`src/rtl/pipe_pkg.sv`:
```
// Shared definitions for the 8-bit IF/ID/EX/WB pipeline: opcodes, instruction
// field positions, datapath defaults and the imm6 sign-extension helper.
package pipe_pkg;

  localparam int DEF_DW = 8;
  localparam int DEF_AW = 3;
  localparam int DEF_IW = 16;

  localparam logic [3:0] OP_NOP  = 4'd0;
  localparam logic [3:0] OP_ADD  = 4'd1;
  localparam logic [3:0] OP_SUB  = 4'd2;
  localparam logic [3:0] OP_AND  = 4'd3;
  localparam logic [3:0] OP_OR   = 4'd4;
  localparam logic [3:0] OP_ADDI = 4'd5;
  localparam logic [3:0] OP_LD   = 4'd6;

  localparam int OP_LSB  = 12;
  localparam int RD_LSB  = 9;
  localparam int RS1_LSB = 6;
  localparam int RS2_LSB = 3;
  localparam int IMM_LSB = 0;

  function automatic logic [DEF_DW-1:0] sext6(input logic [5:0] imm);
    return {{(DEF_DW-6){imm[5]}}, imm};
  endfunction

endpackage

```
`src/rtl/id_fwd_mux.sv`:
```
// Per-operand source selection and hazard detection for the ID stage.
// With ID_FWD_EN defined, EX/WB results are forwarded; otherwise any RAW match stalls.
module id_fwd_mux
  import pipe_pkg::*;
#(
  parameter int DW = DEF_DW,
  parameter int AW = DEF_AW
) (
  input  logic [AW-1:0] src,
  input  logic          used,
  input  logic [DW-1:0] rdata,
  input  logic          ex_valid,
  input  logic          ex_we,
  input  logic          ex_is_load,
  input  logic [AW-1:0] ex_rd,
  input  logic [DW-1:0] ex_res,
  input  logic          wb_we,
  input  logic [AW-1:0] wb_wa,
  input  logic [DW-1:0] wb_wd,
  output logic [DW-1:0] opnd,
  output logic          hazard
);

  logic live, ex_match, wb_match;

  // r0 is hardwired, so it never participates in a dependency
  assign live     = used && (src != '0);
  assign ex_match = live && ex_valid && ex_we && (ex_rd == src);
  assign wb_match = live && wb_we && (wb_wa == src);

`ifdef ID_FWD_EN
  always_comb begin
    opnd   = rdata;
    hazard = 1'b0;
    if (ex_match && !ex_is_load) opnd = ex_res;
    else if (wb_match)           opnd = wb_wd;
    // load data only exists at WB, so a load in EX must be waited out
    if (ex_match && ex_is_load)  hazard = 1'b1;
  end
`else
  logic unused_nofwd;
  assign unused_nofwd = ^{ex_is_load, ex_res, wb_wd};

  always_comb begin
    opnd   = rdata;
    hazard = ex_match || wb_match;
  end
`endif

endmodule

```
`src/rtl/id_ex_stage.sv`:
```
// Decode/operand-fetch stage owning the ID/EX register; handles stalls, bubbles and flush.
// Optional operand forwarding is enabled by defining ID_FWD_EN.
module id_ex_stage
  import pipe_pkg::*;
#(
  parameter int DW = DEF_DW,
  parameter int AW = DEF_AW,
  parameter int IW = DEF_IW
) (
  input  logic          clk,
  input  logic          rst,
  input  logic          id_valid,
  input  logic [IW-1:0] id_instr,
  input  logic          flush,
  output logic [AW-1:0] ra1,
  output logic [AW-1:0] ra2,
  input  logic [DW-1:0] rd1,
  input  logic [DW-1:0] rd2,
  input  logic [DW-1:0] ex_alu_res,
  input  logic          wb_we,
  input  logic [AW-1:0] wb_wa,
  input  logic [DW-1:0] wb_wd,
  output logic          stall_if,
  output logic          ex_valid,
  output logic [3:0]    ex_op,
  output logic [AW-1:0] ex_rd,
  output logic          ex_we,
  output logic          ex_is_load,
  output logic [DW-1:0] ex_a,
  output logic [DW-1:0] ex_b
);

  typedef struct packed {
    logic          valid;
    logic [3:0]    op;
    logic [AW-1:0] rd;
    logic          we;
    logic          is_load;
    logic [DW-1:0] a;
    logic [DW-1:0] b;
  } idex_t;

  idex_t idex_d, idex_q;

  logic [3:0]    op;
  logic [AW-1:0] rd, rs1, rs2;
  logic [5:0]    imm6;
  logic          r_type, i_type, use1, use2, haz1, haz2, bubble;
  logic [DW-1:0] opnd1, opnd2;

  assign op   = id_instr[OP_LSB +: 4];
  assign rd   = id_instr[RD_LSB +: AW];
  assign rs1  = id_instr[RS1_LSB +: AW];
  assign rs2  = id_instr[RS2_LSB +: AW];
  assign imm6 = id_instr[IMM_LSB +: 6];

  assign r_type = (op >= OP_ADD) && (op <= OP_OR);
  assign i_type = (op == OP_ADDI) || (op == OP_LD);
  assign use1   = r_type || i_type;
  assign use2   = r_type;

  assign ra1 = rs1;
  assign ra2 = rs2;

  id_fwd_mux #(.DW(DW), .AW(AW)) u_fwd_a (
    .src(rs1), .used(use1), .rdata(rd1),
    .ex_valid(idex_q.valid), .ex_we(idex_q.we), .ex_is_load(idex_q.is_load),
    .ex_rd(idex_q.rd), .ex_res(ex_alu_res),
    .wb_we(wb_we), .wb_wa(wb_wa), .wb_wd(wb_wd),
    .opnd(opnd1), .hazard(haz1)
  );

  id_fwd_mux #(.DW(DW), .AW(AW)) u_fwd_b (
    .src(rs2), .used(use2), .rdata(rd2),
    .ex_valid(idex_q.valid), .ex_we(idex_q.we), .ex_is_load(idex_q.is_load),
    .ex_rd(idex_q.rd), .ex_res(ex_alu_res),
    .wb_we(wb_we), .wb_wa(wb_wa), .wb_wd(wb_wd),
    .opnd(opnd2), .hazard(haz2)
  );

  // a squashed or absent instruction must never hold the front end
  assign stall_if = !rst && id_valid && !flush && (haz1 || haz2);
  assign bubble   = !id_valid || flush || stall_if;

  always_comb begin
    idex_d = '0;
    if (!bubble) begin
      idex_d.valid   = 1'b1;
      idex_d.op      = op;
      idex_d.rd      = rd;
      idex_d.we      = use1 && (rd != '0);
      idex_d.is_load = (op == OP_LD);
      idex_d.a       = use1 ? opnd1 : '0;
      if (i_type)      idex_d.b = DW'($signed(sext6(imm6)));
      else if (use2)   idex_d.b = opnd2;
    end
  end

  always_ff @(posedge clk) begin
    if (rst) idex_q <= '0;
    else     idex_q <= idex_d;
  end

  assign ex_valid   = idex_q.valid;
  assign ex_op      = idex_q.op;
  assign ex_rd      = idex_q.rd;
  assign ex_we      = idex_q.we;
  assign ex_is_load = idex_q.is_load;
  assign ex_a       = idex_q.a;
  assign ex_b       = idex_q.b;

endmodule
```
`config.mk`:
```
export PLATFORM = sky130hd
export DESIGN_NAME = id_ex_stage
export DESIGN_NICKNAME = d
export VERILOG_FILES = /design/src/rtl/pipe_pkg.sv /design/src/rtl/id_fwd_mux.sv /design/src/rtl/id_ex_stage.sv
export SDC_FILE = /design/constraint.sdc
export NUM_CORES = 1
export LEC_CHECK = 0
export ABC_AREA = 1
export CAP_MARGIN = 20
export CORE_MARGIN = 1.5
export CORE_UTILIZATION = 40
export CTS_BUF_LIST = sky130_fd_sc_hd__clkbuf_8
export CTS_CLUSTER_DIAMETER = 40
export CTS_CLUSTER_SIZE = 16
export DETAILED_ROUTE_END_ITERATION = 16
export GPL_ROUTABILITY_DRIVEN = 1
export HOLD_SLACK_MARGIN = 0.06
export PLACE_DENSITY = 0.95
export SYNTH_ARGS = -nofsm -noshare
export SYNTH_HDL_FRONTEND = slang
export SYNTH_HIERARCHICAL = 1
export SYNTH_SLANG_ARGS = --single-unit
export TNS_END_PERCENT = 20
```
`constraint.sdc`:
```
create_clock -name clk -period 3 [get_ports clk]
set_input_delay 0.6 -clock clk [delete_from_list [all_inputs] [get_ports clk]]
set_output_delay 0.6 -clock clk [all_outputs]
set_load 0.1 [all_outputs]
```
==> metrics.yaml <==
worst_setup_path:
  worstRegToRegCells: 9
  r2r_end: "ex_a[1]"
  crit_arrival_ns: 2.21
  r2r_start: "ex_rd[2]"
  reg2reg_slack_ns: 1.47
  crit_type: "primary input to output port"
  cp_cell_sequence: "clkdlybuf4s50_1 > inv_2 > nand2_2 > nand2_2 > nand3_2 > inv_1 > nand3_1 > nor2_1 > nand2_1 > nand2_1 > nor2_1 > nor2_2 > buf_12"
  crit_required_ns: 2.40
  crit_slowest_cell: "clkdlybuf4s50_1"
  critPathCaptureType: "output port"
  worst_path_largest_cell_delay_ns: 0.46
  start_kind: "primary input"
  crit_fanout: 4
routing:
  drt-pass1-iter-count: 4
  viasPerCell: 4.28
  num_vias: 1204
  initialDrtViolationCount: 39
  drc: 0
  ant_nets: 0
  routedWlPerCell_um: 9.82
  drt-total-wl_um: 2760
hold_path:
  hold_start: "rd1[0]"
  whs_path_depth: 3
  min_to: "ex_a[0]"
  hold_path.class: "primary input to flip-flop"
yosys:
  synth.top_cell.area_share_pct: 38.7
  syn_nets: 240
  synth_area_leaders: "dfxtp_1 (39%), buf_4 (12%), inv_1 (8.4%), nor2_1 (7.3%), nand2_1 (7.0%)"
  ys_seq_area_share_pct: 38.7
  async_flop_share_pct: 0
  yosysMostFrequentCell: "inv_1"
  yosysWarnings: 6
  postSynthAreaPerCell_sq_um: 7.30
  synth_ff_type: "dfxtp_1"
  synthTopCellsByCount: "inv_1 (30), dfxtp_1 (26), nor2_1 (26)"
  ys_seq_elements: 26
  syn-cell-area_sq_mm: 0.00134
  yosysTopAreaCell: "dfxtp_1"
  synth_edf_count: 0
  ys_types: 21
  post_synth_inst_count: 184
power:
  max-vdd-ir-drop_uv: 262
  powerDensity_mw_per_mm2: 408
  p_leak_nw: 0.984
grt:
  grt_max_degree: 15
  grt_pass1_vias: 1179
  grt_usage_pct: 15.9
  antenna_found_initial: 0
  grt.overflow.total: 0
  grt_pass1_wl_um: 4490
clocking:
  clock_tree.root_cell: "clkbuf_8"
  clk_latency_ns: 0.26
  holdBufCountCts: 0
  htree_levels: 1
  cts_tree: "built"
  cts_buffer_depth: 2
  cts_inserted_buffers: 3
  cts_sinks: 26
  post_cts_resized: 0
  path_clk_slew_ns: 0.08
  cts_setup_buffers: 0
sta:
  max_freq_mhz: 356
  tns_ns: 0
  setup_viol: 0
  drv_slew: 0
  fin_crit_sh_pct: 93.6
  grt_setup_unrepaired: "no"
  whs_ns: 0.865
  max_slew_margin_pct: 79.3
  tightestPinTransition_ns: 0.310
  fin_ws_ns: 0.191
  fin_crit_ns: 2.81
  hold_viol: 0
  fin_worst_skew_ns: 0.00698
status:
  status: "finished, final reports clean"
cells_and_area:
  nNetsFinal: 294
  final_core_util_pct: 63.1
  area_growth_pct: 46.9
  register_area_sq_um: 520
  multi_input_area_sq_um: 513
  n_antenna_cell: 0
  fill_cells: 279
  drive_above_1_share_pct: 27.0
placement:
  dp_hpwl_um: 2310
  place.gp.congestion: 0.818
  pre_cts_slack_ns: 0.190
  io_buffer_count: 72
die:
  die_h_um: 61.0
  dieWidth_um: 61.0
  core_sq_mm: 0.00313
  die-area_sq_mm: 0.00372
  rows: 20
  io_pins: 89
  start_util_pct: 43.0
job:
  max_cap_violations: 0
==> flip-flops by register name (all words and copies together) (netlist names) <==
name	flops
ex_rd	3
ex_b	8
ex_valid	1
ex_op	4
ex_a	8
ex_is_load	1
ex_we	1
==> kinds of logic (layout without fill, tap and decap cells) <==
family	after synthesis	in the layout	share of synthesized area [%]
XOR/XNOR	8	8	5.21
buffers and inverters	59	112	23.3
AO/OA/AOI/OAI	8	8	2.98
AND/OR/NAND/NOR	83	83	29.8
flip-flops	26	26	38.7
==> placed cells by master (no fill, tap or decap), drive strengths merged <==
master	instances
a21oi	3
buf	35
clkbuf	4
clkdlybuf4s50	39
dfxtp	26
inv	34
nand2	30
nand3	7
nand4	5
nor2	39
nor3	2
o21ai	5
xnor2	6
xor2	2
==> stage by stage <==
stage | total power [mW] | cell area, sq um | instances
after floorplan | 0.524 | 1350 | 184
after global placement | 0.593 | 1920 | 277
after detailed placement | 0.597 | 1920 | 277
after CTS | 0.813 | 1970 | 281
after global routing | 0.845 | 1970 | 281
final | 0.805 | 1970 | 281
==> worst max-delay path by stage <==
stage,from,end,slack (ns),cells past startpoint
after CTS,id_instr[13],stall_if,0.19,13
after global routing,id_instr[12],stall_if,0.01,13
final,id_instr[13],stall_if,0.19,13
after floorplan,ex_rd[0],stall_if,0.14,7
after global placement,id_instr[13],stall_if,0.21,13
after detailed placement,id_instr[12],stall_if,0.19,13
==> power by group <==
part,internal (mW),switching [mW],leakage [nW]
clock network,0.117,0.100,0.0288
logic,0.0877,0.144,0.745
registers,0.352,0.00337,0.211
==> layer usage <==
layer	track usage, %	vias to the layer above	wire length [um]	part of all wire, %
met2	29.0	45	1450	53
li1	-	629	-	-
met4	9.01	0	48	1.7
met3	2.56	4	209	7.6
met1	17.3	526	1050	38
met5	0	-	0	0
==> layout make-up <==
type | count | area share (%)
timing repair buffer | 74 | 35.6
sequential | 26 | 26.4
multi-input combinational | 99 | 26.0
inverter | 34 | 6.46
clock buffer | 4 | 2.79
tap | 44 | 2.79
==> worst max-delay path: cells and delay by family <==
kind                   cells  cell delay, ns
buffers and inverters      4            0.84
AND/OR/NAND/NOR            9            0.78
Power figures use the tool's default switching activity.
